<file path="src/rtl/lsu_mem_stage_if.sv">
// Bus bundle for lsu_mem_stage: core request, data-memory access and response channels.
// slave is the LSU's view; master is the core/memory environment's view.
interface lsu_mem_stage_if #(
  parameter int DM_ADDRESS = 9
);
  logic                  req_valid;
  logic                  req_ready;
  logic                  req_read;
  logic                  req_write;
  logic [31:0]           req_addr;
  logic [31:0]           req_wdata;
  logic [2:0]            req_funct3;
  logic [4:0]            req_rd;
  logic                  mem_read;
  logic                  mem_write;
  logic [DM_ADDRESS-1:0] mem_addr;
  logic [3:0]            mem_be;
  logic [31:0]           mem_wdata;
  logic [31:0]           mem_rdata;
  logic                  resp_valid;
  logic                  resp_ready;
  logic [31:0]           resp_data;
  logic [4:0]            resp_rd;
  logic                  resp_err;

  modport slave (
    input  req_valid, req_read, req_write, req_addr, req_wdata, req_funct3, req_rd,
    output req_ready,
    output mem_read, mem_write, mem_addr, mem_be, mem_wdata,
    input  mem_rdata,
    output resp_valid, resp_data, resp_rd, resp_err,
    input  resp_ready
  );

  modport master (
    output req_valid, req_read, req_write, req_addr, req_wdata, req_funct3, req_rd,
    input  req_ready,
    input  mem_read, mem_write, mem_addr, mem_be, mem_wdata,
    output mem_rdata,
    input  resp_valid, resp_data, resp_rd, resp_err,
    output resp_ready
  );
endinterface

</file>
<file path="src/rtl/lsu_mem_stage.sv">
// Load/store unit feeding a word-addressed data memory: one request in flight, one response each.
// Define LSU_MISALIGN_TRAP_EN to trap misaligned half/word accesses instead of truncating offsets.
module lsu_mem_stage #(
  parameter int DM_ADDRESS = 9,
  parameter int DATA_W     = 32,
  parameter int MEM_LAT    = 1
) (
  input logic            clk,
  input logic            reset_n,
  lsu_mem_stage_if.slave bus
);

  localparam int CW = (MEM_LAT > 1) ? $clog2(MEM_LAT) : 1;
  localparam logic [CW-1:0] LAST = CW'(MEM_LAT - 1);

  typedef enum logic [1:0] {IDLE, ACCESS, RESP} state_t;

  state_t            state;
  logic [CW-1:0]     cnt;
  logic [2:0]        cap_f3;
  logic [1:0]        cap_off;
  logic              cap_load;

  logic [1:0]        off;
  logic [1:0]        eff_off;
  logic              legal;
  logic              misalign;
  logic              req_err;
  logic [3:0]        be;
  logic [DATA_W-1:0] lane;
  logic [15:0]       sh16;
  logic [DATA_W-1:0] load_val;

  always_comb begin
    off      = bus.req_addr[1:0];
    eff_off  = off;
    misalign = 1'b0;
    be       = '0;
    lane     = bus.req_wdata;
    if (bus.req_read)
      legal = bus.req_funct3 inside {3'b000, 3'b001, 3'b010, 3'b100, 3'b101};
    else
      legal = bus.req_funct3 inside {3'b000, 3'b001, 3'b010};
    case (bus.req_funct3[1:0])
      2'b00: begin
        be   = 4'b0001 << off;
        lane = {4{bus.req_wdata[7:0]}};
      end
      2'b01: begin
`ifdef LSU_MISALIGN_TRAP_EN
        misalign = off[0];
`else
        eff_off  = off & 2'b10;
`endif
        be   = 4'b0011 << eff_off;
        lane = {2{bus.req_wdata[15:0]}};
      end
      2'b10: begin
`ifdef LSU_MISALIGN_TRAP_EN
        misalign = |off;
`else
        eff_off  = 2'b00;
`endif
        be   = 4'b1111;
        lane = bus.req_wdata;
      end
      default: ;
    endcase
    req_err = (bus.req_read & bus.req_write) |
              ((bus.req_read | bus.req_write) & (~legal | misalign));
  end

  // Only the low halfword of the lane-shifted word is ever needed for sub-word loads.
  always_comb begin
    sh16 = 16'(bus.mem_rdata >> {cap_off, 3'b000});
    case (cap_f3)
      3'b000:  load_val = {{24{sh16[7]}}, sh16[7:0]};
      3'b001:  load_val = {{16{sh16[15]}}, sh16};
      3'b100:  load_val = {24'b0, sh16[7:0]};
      3'b101:  load_val = {16'b0, sh16};
      default: load_val = bus.mem_rdata;
    endcase
  end

  always_ff @(posedge clk or negedge reset_n) begin
    if (!reset_n) begin
      state          <= IDLE;
      cnt            <= '0;
      cap_f3         <= '0;
      cap_off        <= '0;
      cap_load       <= 1'b0;
      bus.req_ready  <= 1'b1;
      bus.mem_read   <= 1'b0;
      bus.mem_write  <= 1'b0;
      bus.mem_addr   <= '0;
      bus.mem_be     <= '0;
      bus.mem_wdata  <= '0;
      bus.resp_valid <= 1'b0;
      bus.resp_data  <= '0;
      bus.resp_rd    <= '0;
      bus.resp_err   <= 1'b0;
    end else begin
      case (state)
        IDLE: begin
          if (bus.req_valid) begin
            bus.req_ready <= 1'b0;
            bus.resp_rd   <= bus.req_rd;
            cap_f3        <= bus.req_funct3;
            cap_off       <= eff_off;
            cap_load      <= bus.req_read;
            if (req_err) begin
              state          <= RESP;
              bus.resp_valid <= 1'b1;
              bus.resp_err   <= 1'b1;
              bus.resp_data  <= bus.req_addr;
            end else if (!bus.req_read && !bus.req_write) begin
              state          <= RESP;
              bus.resp_valid <= 1'b1;
              bus.resp_err   <= 1'b0;
              bus.resp_data  <= '0;
            end else begin
              state         <= ACCESS;
              cnt           <= '0;
              bus.mem_read  <= bus.req_read;
              bus.mem_write <= bus.req_write;
              bus.mem_addr  <= {bus.req_addr[DM_ADDRESS-1:2], 2'b00};
              bus.mem_be    <= bus.req_write ? be : 4'b0000;
              bus.mem_wdata <= lane;
            end
          end
        end
        ACCESS: begin
          bus.mem_write <= 1'b0;
          bus.mem_be    <= '0;
          cnt           <= cnt + 1'b1;
          if (cnt == LAST) begin
            state          <= RESP;
            bus.mem_read   <= 1'b0;
            bus.resp_valid <= 1'b1;
            bus.resp_err   <= 1'b0;
            bus.resp_data  <= cap_load ? load_val : '0;
          end
        end
        RESP: begin
          if (bus.resp_ready) begin
            state          <= IDLE;
            bus.resp_valid <= 1'b0;
            bus.req_ready  <= 1'b1;
          end
        end
        default: state <= IDLE;
      endcase
    end
  end

endmodule
</file>
<file path="src/flat_wrapper.sv">
// flat-port wrapper written by rule: the top's interface ports become plain ports
module lsu_mem_stage_flat 
#(
  parameter int DM_ADDRESS = 9,
  parameter int DATA_W     = 32,
  parameter int MEM_LAT    = 1
)
  (clk, reset_n, bus_req_valid, bus_req_read, bus_req_write, bus_req_addr, bus_req_wdata, bus_req_funct3, bus_req_rd, bus_req_ready, bus_mem_read, bus_mem_write, bus_mem_addr, bus_mem_be, bus_mem_wdata, bus_mem_rdata, bus_resp_valid, bus_resp_data, bus_resp_rd, bus_resp_err, bus_resp_ready);
  lsu_mem_stage_if #(.DM_ADDRESS(DM_ADDRESS)) bus_i ();
  input logic clk;
  input logic reset_n;
  input wire logic [$bits(bus_i.req_valid)-1:0] bus_req_valid;
  input wire logic [$bits(bus_i.req_read)-1:0] bus_req_read;
  input wire logic [$bits(bus_i.req_write)-1:0] bus_req_write;
  input wire logic [$bits(bus_i.req_addr)-1:0] bus_req_addr;
  input wire logic [$bits(bus_i.req_wdata)-1:0] bus_req_wdata;
  input wire logic [$bits(bus_i.req_funct3)-1:0] bus_req_funct3;
  input wire logic [$bits(bus_i.req_rd)-1:0] bus_req_rd;
  output wire logic [$bits(bus_i.req_ready)-1:0] bus_req_ready;
  output wire logic [$bits(bus_i.mem_read)-1:0] bus_mem_read;
  output wire logic [$bits(bus_i.mem_write)-1:0] bus_mem_write;
  output wire logic [$bits(bus_i.mem_addr)-1:0] bus_mem_addr;
  output wire logic [$bits(bus_i.mem_be)-1:0] bus_mem_be;
  output wire logic [$bits(bus_i.mem_wdata)-1:0] bus_mem_wdata;
  input wire logic [$bits(bus_i.mem_rdata)-1:0] bus_mem_rdata;
  output wire logic [$bits(bus_i.resp_valid)-1:0] bus_resp_valid;
  output wire logic [$bits(bus_i.resp_data)-1:0] bus_resp_data;
  output wire logic [$bits(bus_i.resp_rd)-1:0] bus_resp_rd;
  output wire logic [$bits(bus_i.resp_err)-1:0] bus_resp_err;
  input wire logic [$bits(bus_i.resp_ready)-1:0] bus_resp_ready;
  assign bus_i.req_valid = bus_req_valid;
  assign bus_i.req_read = bus_req_read;
  assign bus_i.req_write = bus_req_write;
  assign bus_i.req_addr = bus_req_addr;
  assign bus_i.req_wdata = bus_req_wdata;
  assign bus_i.req_funct3 = bus_req_funct3;
  assign bus_i.req_rd = bus_req_rd;
  assign bus_req_ready = bus_i.req_ready;
  assign bus_mem_read = bus_i.mem_read;
  assign bus_mem_write = bus_i.mem_write;
  assign bus_mem_addr = bus_i.mem_addr;
  assign bus_mem_be = bus_i.mem_be;
  assign bus_mem_wdata = bus_i.mem_wdata;
  assign bus_i.mem_rdata = bus_mem_rdata;
  assign bus_resp_valid = bus_i.resp_valid;
  assign bus_resp_data = bus_i.resp_data;
  assign bus_resp_rd = bus_i.resp_rd;
  assign bus_resp_err = bus_i.resp_err;
  assign bus_i.resp_ready = bus_resp_ready;
  lsu_mem_stage #(.DM_ADDRESS(DM_ADDRESS), .DATA_W(DATA_W), .MEM_LAT(MEM_LAT)) u_core (.clk(clk), .reset_n(reset_n), .bus(bus_i));
endmodule
</file>
<file path="config.mk">
export PLATFORM = sky130hd
export DESIGN_NAME = lsu_mem_stage_flat
export DESIGN_NICKNAME = d
export VERILOG_FILES = /design/src/rtl/lsu_mem_stage_if.sv /design/src/rtl/lsu_mem_stage.sv /design/src/flat_wrapper.sv
export SDC_FILE = /design/constraint.sdc
export NUM_CORES = 1
export LEC_CHECK = 0
export BUFFER_PORTS_ARGS = -buffer_cell sky130_fd_sc_hd__clkbuf_2
export CAP_MARGIN = 20
export CELL_PAD_IN_SITES_DETAIL_PLACEMENT = 1
export CELL_PAD_IN_SITES_GLOBAL_PLACEMENT = 1
export CORE_MARGIN = 4
export CORE_UTILIZATION = 35
export CTS_CLUSTER_DIAMETER = 150
export DETAILED_ROUTE_END_ITERATION = 6
export PLACE_DENSITY_LB_ADDON = 0.1
export SYNTH_ARGS = -nofsm -noshare
export SYNTH_HDL_FRONTEND = slang
export SYNTH_SLANG_ARGS = --single-unit
</file>
<file path="constraint.sdc">
create_clock -name clk -period 2.55 [get_ports clk]
set_clock_uncertainty 0.2 [all_clocks]
set_input_delay 0.1275 -clock clk [delete_from_list [all_inputs] [get_ports clk]]
set_output_delay 0.1275 -clock clk [all_outputs]
set_load 0.02 [all_outputs]
</file>
==> results of run 1 <==
registers in the layout (all words and copies together) (netlist names), 2 cells and up:
register	cells
u_core.cap_f3	3
u_core.bus.mem_be	4
u_core.bus.mem_wdata	32
u_core.bus.mem_addr	7
u_core.cap_off	2
u_core.bus.resp_rd	5
u_core.state	2
u_core.bus.resp_data	32
metal layers:
| metal | vias to the layer above | wire, um |
|---|---|---|
| li1 | 2295 | - |
| met1 | 2419 | 7590 |
| met2 | 208 | 9660 |
| met3 | 49 | 1220 |
| met4 | 0 | 693 |
| met5 | - | 0 |
area by class of cell:
cell class                      instances  share of cell area [%]
Inverter                                8                   0.414
Timing Repair Buffer                  320                    31.0
Clock buffer                           11                    3.34
Antenna cell                            2                  0.0690
Sequential cell                        94                    32.4
Multi-Input combinational cell        337                    28.6
Clock inverter                          5                    1.14
Tap cell                              172                    2.97
stage by stage:
step / utilization (%) / hold WS, ns
2_1_floorplan: - / -0.368
3_3_place_gp: 45.5 / 0.0437
3_5_place_dp: 45.5 / 0.0552
4_1_cts: 56.8 / 0.0464
5_1_grt: 56.8 / 0.105
6_report: 56.8 / 0.0702
cell usage after synthesis, drive strengths merged:
library cell	count	area share [%]
a2111oi	1	0.19
a211o	1	0.38
a211oi	3	0.49
a21o	5	0.81
a21oi	33	3.8
a221o	1	0.22
a222oi	6	1.3
a22oi	35	5.7
a31oi	8	1.1
buf	24	3.2
clkbuf	8	0.65
conb	1	0.081
dfrtp	93	50
dfstp	1	0.57
ha	4	1.1
inv	8	0.65
mux2	16	3.9
mux2i	16	3.5
mux4	1	0.49
nand2	76	6.2
nand2b	5	0.73
nand3	25	2.8
nand3b	4	0.73
nor2	46	3.9
nor2b	3	0.41
nor3	2	0.22
nor3b	4	0.65
nor4	1	0.46
o211a	5	1.1
o211ai	1	0.16
o21ai	21	2.3
o221ai	6	1.1
o2bb2ai	4	0.76
o31ai	1	0.16
xnor2	1	0.19
final timing paths:
kind	start	to	slack (ns)	depth (start not counted)
setup / recovery	u_core.state[1]	u_core.bus.mem_wdata[11]	0.25	7
hold / removal	bus_req_funct3[1]	u_core.bus.mem_wdata[21]	0.07	4
setup reg to reg	u_core.state[1]	u_core.bus.mem_wdata[11]	0.25	7
hold reg to reg	u_core.bus.resp_err	u_core.bus.resp_err	0.29	1
max in group asynchronous	reset_n	u_core.bus.resp_data[29]	1.24	3
min in group asynchronous	reset_n	u_core.bus.resp_data[24]	0.21	2
kinds of logic after synthesis:
family                   after synthesis  synth area share (%)
AO/OA/AOI/OAI                        131                  19.5
XOR/XNOR                               1                 0.189
adder cells (fa/ha/maj)                4                  1.08
buffers and inverters                 40                  4.51
flip-flops                            94                  50.8
multiplexers                          33                  7.83
other                                  1                0.0809
AND/OR/NAND/NOR                      166                  16.0
worst register-to-register path: cells and delay by family, from the launching register on:
family / cells / cell delay (ns)
flops: 1 / 0.45
simple gates: 4 / 0.90
compound gates: 1 / 0.17
buf+inv: 2 / 0.50
where the power goes:
part	leakage, nW	total (mW)	switching [mW]	internal [mW]
Combinational	2.26	3.39	2.08	1.31
Clock	0.148	1.48	0.590	0.887
Sequential	1.15	2.69	0.508	2.19
==> metrics, run 1 <==
Final TNS setup 0 ns; Core Region 12,800 um^2; required time of the critical path 2.61 ns; ANT nets after route 0; Crit Path Class register to register; status finished, final reports clean; starting DRC count in detailed routing 333; row count 41; first-pass GRT wire length 29,400 um; WL/cell 20.2 um; Worst setup SP type register; Pwr per Cell Area 1040 nW/um^2; Pwr Total 7.56 mW; setup violators final 0; relative slew slack 48.1%; Yosys warning total 0; Crit path max-delay family simple AND/OR/NAND/NOR gates; area grow syn2layout 56.6%; most frequent cells in the layout clkbuf_2 (193), dlygate4sd3_1 (112), dfrtp_1 (93); PostCTS Resize Cnt 0; NumNets Final 884; fillcell total 1,466; post-detail-place hpwl 11,900 um; Crit. End Element register; worst-path cell chain nand2b_1 > nand2b_2 > nor2_4 > buf_12 > buf_4 > nor2_1 > a21oi_1; syn avg cell area 9.86 um^2; number of global-route vias before repair 5,359; Fin. Hold Viols 0; CTS root buf clkbuf_16; Die Y 123 um; CTS Hold Buffers Added 112; multi-input logic area 2080 um^2; total track usage 25.3%; CP peak stage delay 0.45 ns; Worst-Skew Late Latency 0.35 ns; via count 4,971; design area 7260 um^2; routed wire length 19,200 um; total CTS buffers 9; met2 usage 44.6%; register area 2350 um^2; maximum capacitance violations 0; initial core utilization 36.3%; clock buffer depth 2; pre-CTS WS 0.0847 ns; LEAKAGE 3.56 nW; initial antenna violation count 2; share of cells above drive strength 1 32.1%; Max Clk Rate 0.435 GHz; Peak VDD IR 0.000508 V; Final Non-Filler Cells 949; Reg clk slew, reported paths 0.07 ns; CTS tree yes; synth unique cells 44; Placer Congestion 0.810; Slew @ Worst Pin 0.779 ns; H-tree lvl count 3; Detailed Routing Iterations Pass 1 5; met1 GRT Util 29.7%; drc violations 0; final setup margin 0.249 ns; Slowest cell on crit path dfrtp_1; Congestion Overflow GR 0; Seq cells post-synth 94; Cell Area, Synth 4630 um^2; chip width 123 um; crit path time final 2.30 ns; crit path DAT 2.36 ns; Synth Instances 470; placed insts 819; GR peak layer met2; Top Ports 197; M3 GR Usage 5.08%; largest net degree at the start of global routing 57; worst hold path class primary input to register; Post-Place Cell Area 5810 um^2; most common cell after layout, fill and taps aside clkbuf_2; I/O Buffers 194; Seq/Total Area, Yosys 50.8%; Sink Count 94; die area 15,100 um^2; post-CTS setup buffers 0; Final Cycle Share 90.3%; critical path fanouts, max 51; Pins Over Slew Limit 0; Via density 5.24; RSZ-0062 raised after global routing no; CP Buf/Inv Count 2
Note: power is estimated with default switching activity, not from simulation.
==> run 2: changes to the inputs <==
--- a/config.mk
+++ b/config.mk
@@ -9,6 +9,7 @@
 export CAP_MARGIN = 20
 export CELL_PAD_IN_SITES_DETAIL_PLACEMENT = 1
 export CELL_PAD_IN_SITES_GLOBAL_PLACEMENT = 1
+export CORE_ASPECT_RATIO = 1.75
 export CORE_MARGIN = 4
 export CORE_UTILIZATION = 35
 export CTS_CLUSTER_DIAMETER = 150
==> run 2 against run 1 <==
- register-to-register slack got worse by 0.08 ns
- combinational power increased by 3%
- global-route usage down 0.31 points
- clock power is 9% lower
- cell area up 1.8%
- clock-buffer cell count did not move
- sequential share of layout area fell by 0.58 points
- worst setup slack lost 0.15 ns
- total power decreased by 0.54%
- via count down 0.36%
- highest routed layer unchanged
==> metrics, run 2 (same netlist as run 1, synthesis figures left out) <==
reg-to-reg endpoint u_core.bus.mem_wdata[25]; I/O Buffers 194 (unchanged); clock buffer depth 2 (unchanged); row count 55 (+34%); R2R Setup Slk 0.17 ns (-0.08 ns); Clk pwr share 18.0% (-1.5 points); initial core utilization 35.8% (-0.46 points); placed insts 825 (+0.73%); status finished, final reports clean; r2r worst-path depth 8 (+1); R2R Path Start u_core.state[1]; via count 4,953 (-0.36%); design area 7390 um^2 (+1.8%); Crit. End Element register; crit path DAT 2.47 ns (+0.11 ns); Hold WS 0.0951 ns (+0.0249 ns); most common cell after layout, fill and taps aside clkbuf_2; total CTS buffers 9 (unchanged); required time of the critical path 2.57 ns (-0.04 ns); switching power 3.18 mW (about the same); relative slew slack 60.8% (+13 points); fillcell total 1,498 (+2.2%); Final Non-Filler Cells 964 (+1.6%); cell internal pwr 4.34 mW (-0.92%); maximum capacitance violations 0 (unchanged); pre-CTS WS 0.199 ns (+0.114 ns); CTS tree yes; LEAKAGE 3.64 nW (+2.2%); number of global-route vias before repair 5,570 (+3.9%); routed wire length 18,700 um (-2.6%); hold path start bus_req_funct3[0]; ANT nets after route 0 (unchanged); final setup margin 0.0951 ns (-0.153 ns); Crit Path Class primary input to register; Top Ports 197 (unchanged); Via density 5.14 (-1.9%); CTS root buf clkbuf_16; most frequent cells in the layout clkbuf_2 (192), dlygate4sd3_1 (118), dfrtp_1 (93); Reg clk slew, reported paths 0.07 ns (about the same); WL/cell 19.4 um (-4.1%); Finished Core Util 57.1% (+0.31 points); Critical Path Sink u_core.bus.mem_wdata[25]; starting DRC count in detailed routing 176 (-47%); Reg power frac 35.6% (about the same); chip width 95.0 um (-23%); Post-Place Cell Area 5850 um^2 (+0.84%); ANT cells 0 (-2); drc violations 0 (unchanged); Die Y 160 um (+30%); setup violators final 0 (unchanged); Slew @ Worst Pin 0.588 ns (-0.191 ns); die area 15,200 um^2 (+0.48%); worst hold path class primary input to register; Max Clk Rate 0.407 GHz (-6.2%); Pins Over Slew Limit 0 (unchanged); Setup crit start bus_req_funct3[2]; crit path time final 2.45 ns (+0.153 ns); H-tree lvl count 3 (unchanged); first-pass GRT wire length 29,600 um (+0.70%); Regs by FF count u_core.bus.mem_wdata (32), u_core.bus.resp_data (32), u_core.bus.mem_addr (7); critical path fanouts, max 26 (-49%); Core Region 12,900 um^2 (+1.3%); Congestion Overflow GR 0 (unchanged); Worst-Skew Late Latency 0.34 ns (about the same); initial antenna violation count 0 (-2); total track usage 25.0% (-0.31 points); largest net degree at the start of global routing 43 (-25%); area grow syn2layout 59.4%; NumNets Final 902 (+2.0%); Pwr per Cell Area 1020 nW/um^2 (-2.3%); share of cells above drive strength 1 32.8% (+0.66 points); Fin. Hold Viols 0 (unchanged); switch share 42.2% (+0.22 points); Final Cycle Share 96.3% (+6.0 points); Peak VDD IR 0.000453 V (-11%); Sink Count 94 (unchanged); Logic pwr share 46.4% (+1.6 points); Detailed Routing Iterations Pass 1 4 (-1); post-detail-place hpwl 12,900 um (+8.9%); Worst setup SP type primary input; Placer Congestion 0.852 (+5.2%)
[run 2: cell types whose count changed in the layout (fill, tap and decap cells not counted), sizes merged]
cell,change
inv,+1
diode,-2
dlygate4sd3,+6
clkinvlp,-1
buf,+12
bufinv,-1
clkinv,+1
[run 2: how the worst min path moves through the flow]
| stage | depth (start not counted) | end | slack, ns |
|---|---|---|---|
| finish | 4 | u_core.cap_off[0] | 0.1 |
| global route | 2 | u_core.bus.resp_data[27] | 0.16 |
| CTS | 4 | u_core.cap_off[0] | 0.09 |
| detailed placement | 1 | u_core.bus.resp_data[27] | -0.04 |
| global placement | 1 | u_core.bus.resp_data[27] | -0.05 |
| floorplan | 0 | u_core.bus.mem_addr[2] | -0.37 |
[run 2: metal layers]
layer | wire [um] | vias up | GRT usage (%)
met4 | 501 | 0 | 8.87
met1 | 6350 | 2442 | 25.8
met3 | 1020 | 29 | 4.34
met2 | 10800 | 159 | 48.4
met5 | 0 | - | 0
li1 | - | 2323 | -
[run 2: layout make-up]
class	instances	area, um^2	area share, %
Tap cell	171	214	2.90
Sequential cell	94	2350	31.8
Clock inverter	5	58.8	0.796
Inverter	8	30.0	0.406
Multi-Input combinational cell	337	2080	28.2
Clock buffer	11	233	3.15
Timing Repair Buffer	338	2420	32.7
[run 2: worst max-delay path: stages]
cell	delay (ns)
dlygate4sd3_1	0.54
buf_2	0.17
nor3b_1	0.36
a211o_4	0.20
nor2_4	0.06
buf_12	0.15
buf_12	0.16
nor2_1	0.10
a31oi_1	0.05
dlygate4sd3_1	0.56
[run 2: timing repair]
item                                    CTS  global route
setup buffers                             0             4
hold buffers                            118             0
hold endpoints to repair                128             0
endpoints found under the setup margin    0             4
gates resized for setup                   0             2
[run 2: per-stage QoR]
| stage | setup TNS (ns) | power [mW] |
|---|---|---|
| floorplan | 0 | 4.64 |
| global placement | 0 | 5.86 |
| detailed placement | 0 | 5.97 |
| CTS | 0 | 7.54 |
| global route | -0.00732 | 8.03 |
| finish | 0 | 7.52 |
[run 2: power by group through the flow]
stage          Sequential [mW]  Combinational [mW]  Clock, mW
6_report                  2.68                3.49       1.35
5_1_grt                   2.77                3.80       1.46
4_1_cts                   2.67                3.47       1.39
3_5_place_dp              2.69                3.27          0
3_3_place_gp              2.66                3.20          0
2_1_floorplan             3.35                1.29          0
==> run 3: changes to the inputs <==
--- a/config.mk
+++ b/config.mk
@@ -7,14 +7,12 @@
 export LEC_CHECK = 0
 export BUFFER_PORTS_ARGS = -buffer_cell sky130_fd_sc_hd__clkbuf_2
 export CAP_MARGIN = 20
-export CELL_PAD_IN_SITES_DETAIL_PLACEMENT = 1
-export CELL_PAD_IN_SITES_GLOBAL_PLACEMENT = 1
 export CORE_ASPECT_RATIO = 1.75
 export CORE_MARGIN = 4
-export CORE_UTILIZATION = 35
+export CORE_UTILIZATION = 45
 export CTS_CLUSTER_DIAMETER = 150
 export DETAILED_ROUTE_END_ITERATION = 6
-export PLACE_DENSITY_LB_ADDON = 0.1
+export PLACE_DENSITY = 0.76
 export SYNTH_ARGS = -nofsm -noshare
 export SYNTH_HDL_FRONTEND = slang
 export SYNTH_SLANG_ARGS = --single-unit
==> run 3 against run 2 <==
- combinational power shrank 4%
- critical path type is now register to register
- cell count shrank 6.5%
- wire length shrank 9.3%
- worst setup slack gained 0.12 ns
- critical endpoint is now u_core.bus.resp_data[6]
- cell area shrank 2.6%
- register-to-register slack gained 0.05 ns
- clock power grew 6%
- first-iteration DRC count grew 100%
==> metrics, run 3 (same netlist as run 1, synthesis figures left out) <==
number of global-route vias before repair 5,376 (-3.5%); Clk pwr share 19.1% (+1.1 points); total CTS buffers 9 (unchanged); Final Non-Filler Cells 901 (-6.5%); Reg power frac 36.0% (+0.4 points); share of cells above drive strength 1 32.2% (-0.57 points); cell internal pwr 4.37 mW (+0.55%); NumNets Final 885 (-1.9%); Final Cycle Share 91.5% (-4.8 points); crit path DAT 2.41 ns (-0.06 ns); Worst-Skew Late Latency 0.34 ns (about the same); CTS tree yes; status finished, final reports clean; CP Buf/Inv Count 1 (-4); crit path time final 2.33 ns (-0.122 ns); largest net degree at the start of global routing 51 (+19%); starting DRC count in detailed routing 360 (+100%); initial antenna violation count 0 (unchanged); Logic pwr share 45.0% (-1.4 points); die area 12,100 um^2 (-21%); Core Region 9970 um^2 (-23%); Reg clk slew, reported paths 0.06 ns (about the same); CTS root buf clkbuf_16; Regs by FF count u_core.bus.mem_wdata (32), u_core.bus.resp_data (32), u_core.bus.mem_addr (7); ANT nets after route 0 (unchanged); most frequent cells in the layout clkbuf_2 (193), dlygate4sd3_1 (111), dfrtp_1 (93); LEAKAGE 3.57 nW (-1.8%); via count 5,081 (+2.6%); placed insts 774 (-6.2%); RSZ-0062 raised after global routing no; switch share 41.6% (-0.59 points); maximum capacitance violations 0 (unchanged); Top Ports 197 (unchanged); total track usage 28.1% (+3.1 points); I/O Buffers 194 (unchanged); Placer Congestion 0.865 (+1.5%); Max Clk Rate 0.429 GHz (+5.2%); Crit path max-delay family compound AO/OA/AOI/OAI gates; Die Y 142 um (-11%); Fin. Hold Viols 0 (unchanged); drc violations 0 (unchanged); routed wire length 16,900 um (-9.3%); area grow syn2layout 55.3%; worst-path cell chain buf_4 > nand2b_1 > o21ai_0 > a2111oi_0 > a221o_1; clock buffer depth 2 (unchanged); Pins Over Slew Limit 0 (unchanged); initial core utilization 46.5% (+11 points); required time of the critical path 2.63 ns (+0.06 ns); Sink Count 94 (unchanged); ANT cells 0 (unchanged); Pwr per Cell Area 1040 nW/um^2 (+2.2%); post-CTS setup buffers 0 (unchanged); Post-Place Cell Area 5770 um^2 (-1.4%); critical path fanouts, max 14 (-46%); row count 48 (-13%); Congestion Overflow GR 0 (unchanged); setup violators final 0 (unchanged); Worst setup SP type register; Detailed Routing Iterations Pass 1 7 (+3); chip width 84.7 um (-11%); post-detail-place hpwl 10,900 um (-16%); CP peak stage delay 0.70 ns (+0.14 ns); Crit. End Element register; worst hold path class primary input to register; switching power 3.12 mW (-1.9%); most common cell after layout, fill and taps aside clkbuf_2; design area 7200 um^2 (-2.6%); Slew @ Worst Pin 0.725 ns (+0.137 ns); Pwr Total 7.48 mW (-0.47%); WL/cell 18.8 um (-2.9%); Final TNS setup 0 ns (unchanged); Via density 5.64 (+9.8%); Crit Path Class register to register; Slowest cell on crit path a2111oi_0; Peak VDD IR 0.000679 V (+50%); H-tree lvl count 3 (unchanged); first-pass GRT wire length 26,700 um (-9.7%); relative slew slack 50.4% (-10 points)
-- run 3: layout make-up --
cell class	instances	area, um^2
repair buffers	321	2270
inverters	8	30.0
well taps	125	156
clock buffers	10	229
fillers	692	2770
clock inverters	6	86.3
multi-input cells	337	2080
flip-flops and latches	94	2350
-- run 3: worst min-delay path, stage by stage --
cell and delay (ns):
clkbuf_2 0.19, nor3b_1 0.08, a21oi_1 0.11, a21oi_1 0.07
-- run 3: power groups by stage --
stage | Sequential [mW] | Clock (mW) | Combinational, mW
final | 2.69 | 1.43 | 3.36
after global routing | 2.77 | 1.52 | 3.63
after CTS | 2.65 | 1.46 | 3.33
after detailed placement | 2.67 | 0 | 3.19
after global placement | 2.65 | 0 | 3.12
after floorplan | 3.35 | 0 | 1.29
-- run 3: worst paths after layout --
check	end	depth (start not counted)	slack, ns	start
min in group asynchronous	u_core.bus.resp_rd[3]	2	0.17	reset_n
worst max-delay path	u_core.bus.resp_data[6]	5	0.22	u_core.cap_off[0]
max in group asynchronous	u_core.bus.req_ready	3	1.25	reset_n
worst max register to register	u_core.bus.resp_data[6]	5	0.22	u_core.cap_off[0]
worst min register to register	u_core.bus.resp_rd[2]	2	0.28	u_core.bus.resp_rd[2]
worst min-delay path	u_core.bus.mem_wdata[21]	4	0.07	bus_req_funct3[1]
-- run 3: metal layers --
layer | wire [um] | track usage, % | part of all wire, %
met5 | 0 | 0 | 0
met4 | 950 | 18.1 | 5.6
met3 | 1480 | 6.43 | 8.7
met2 | 8670 | 49.5 | 51
met1 | 5840 | 29.7 | 34
-- run 3: per-stage QoR --
step                setup WS, ns  util [%]  hold slack (ns)
floorplan                  0.648         -           -0.368
global placement           0.228      57.9          -0.0134
detailed placement         0.150      57.9         -0.00642
CTS                        0.253      72.2           0.0410
global route               0.164      72.2           0.0853
finish                     0.217      72.2           0.0655
-- run 3: repair_timing --
item | in CTS | in global routing
gates resized for setup | 0 | 0
hold endpoints to repair | 139 | 0
hold buffers | 111 | 0
endpoints found under the setup margin | 0 | 0
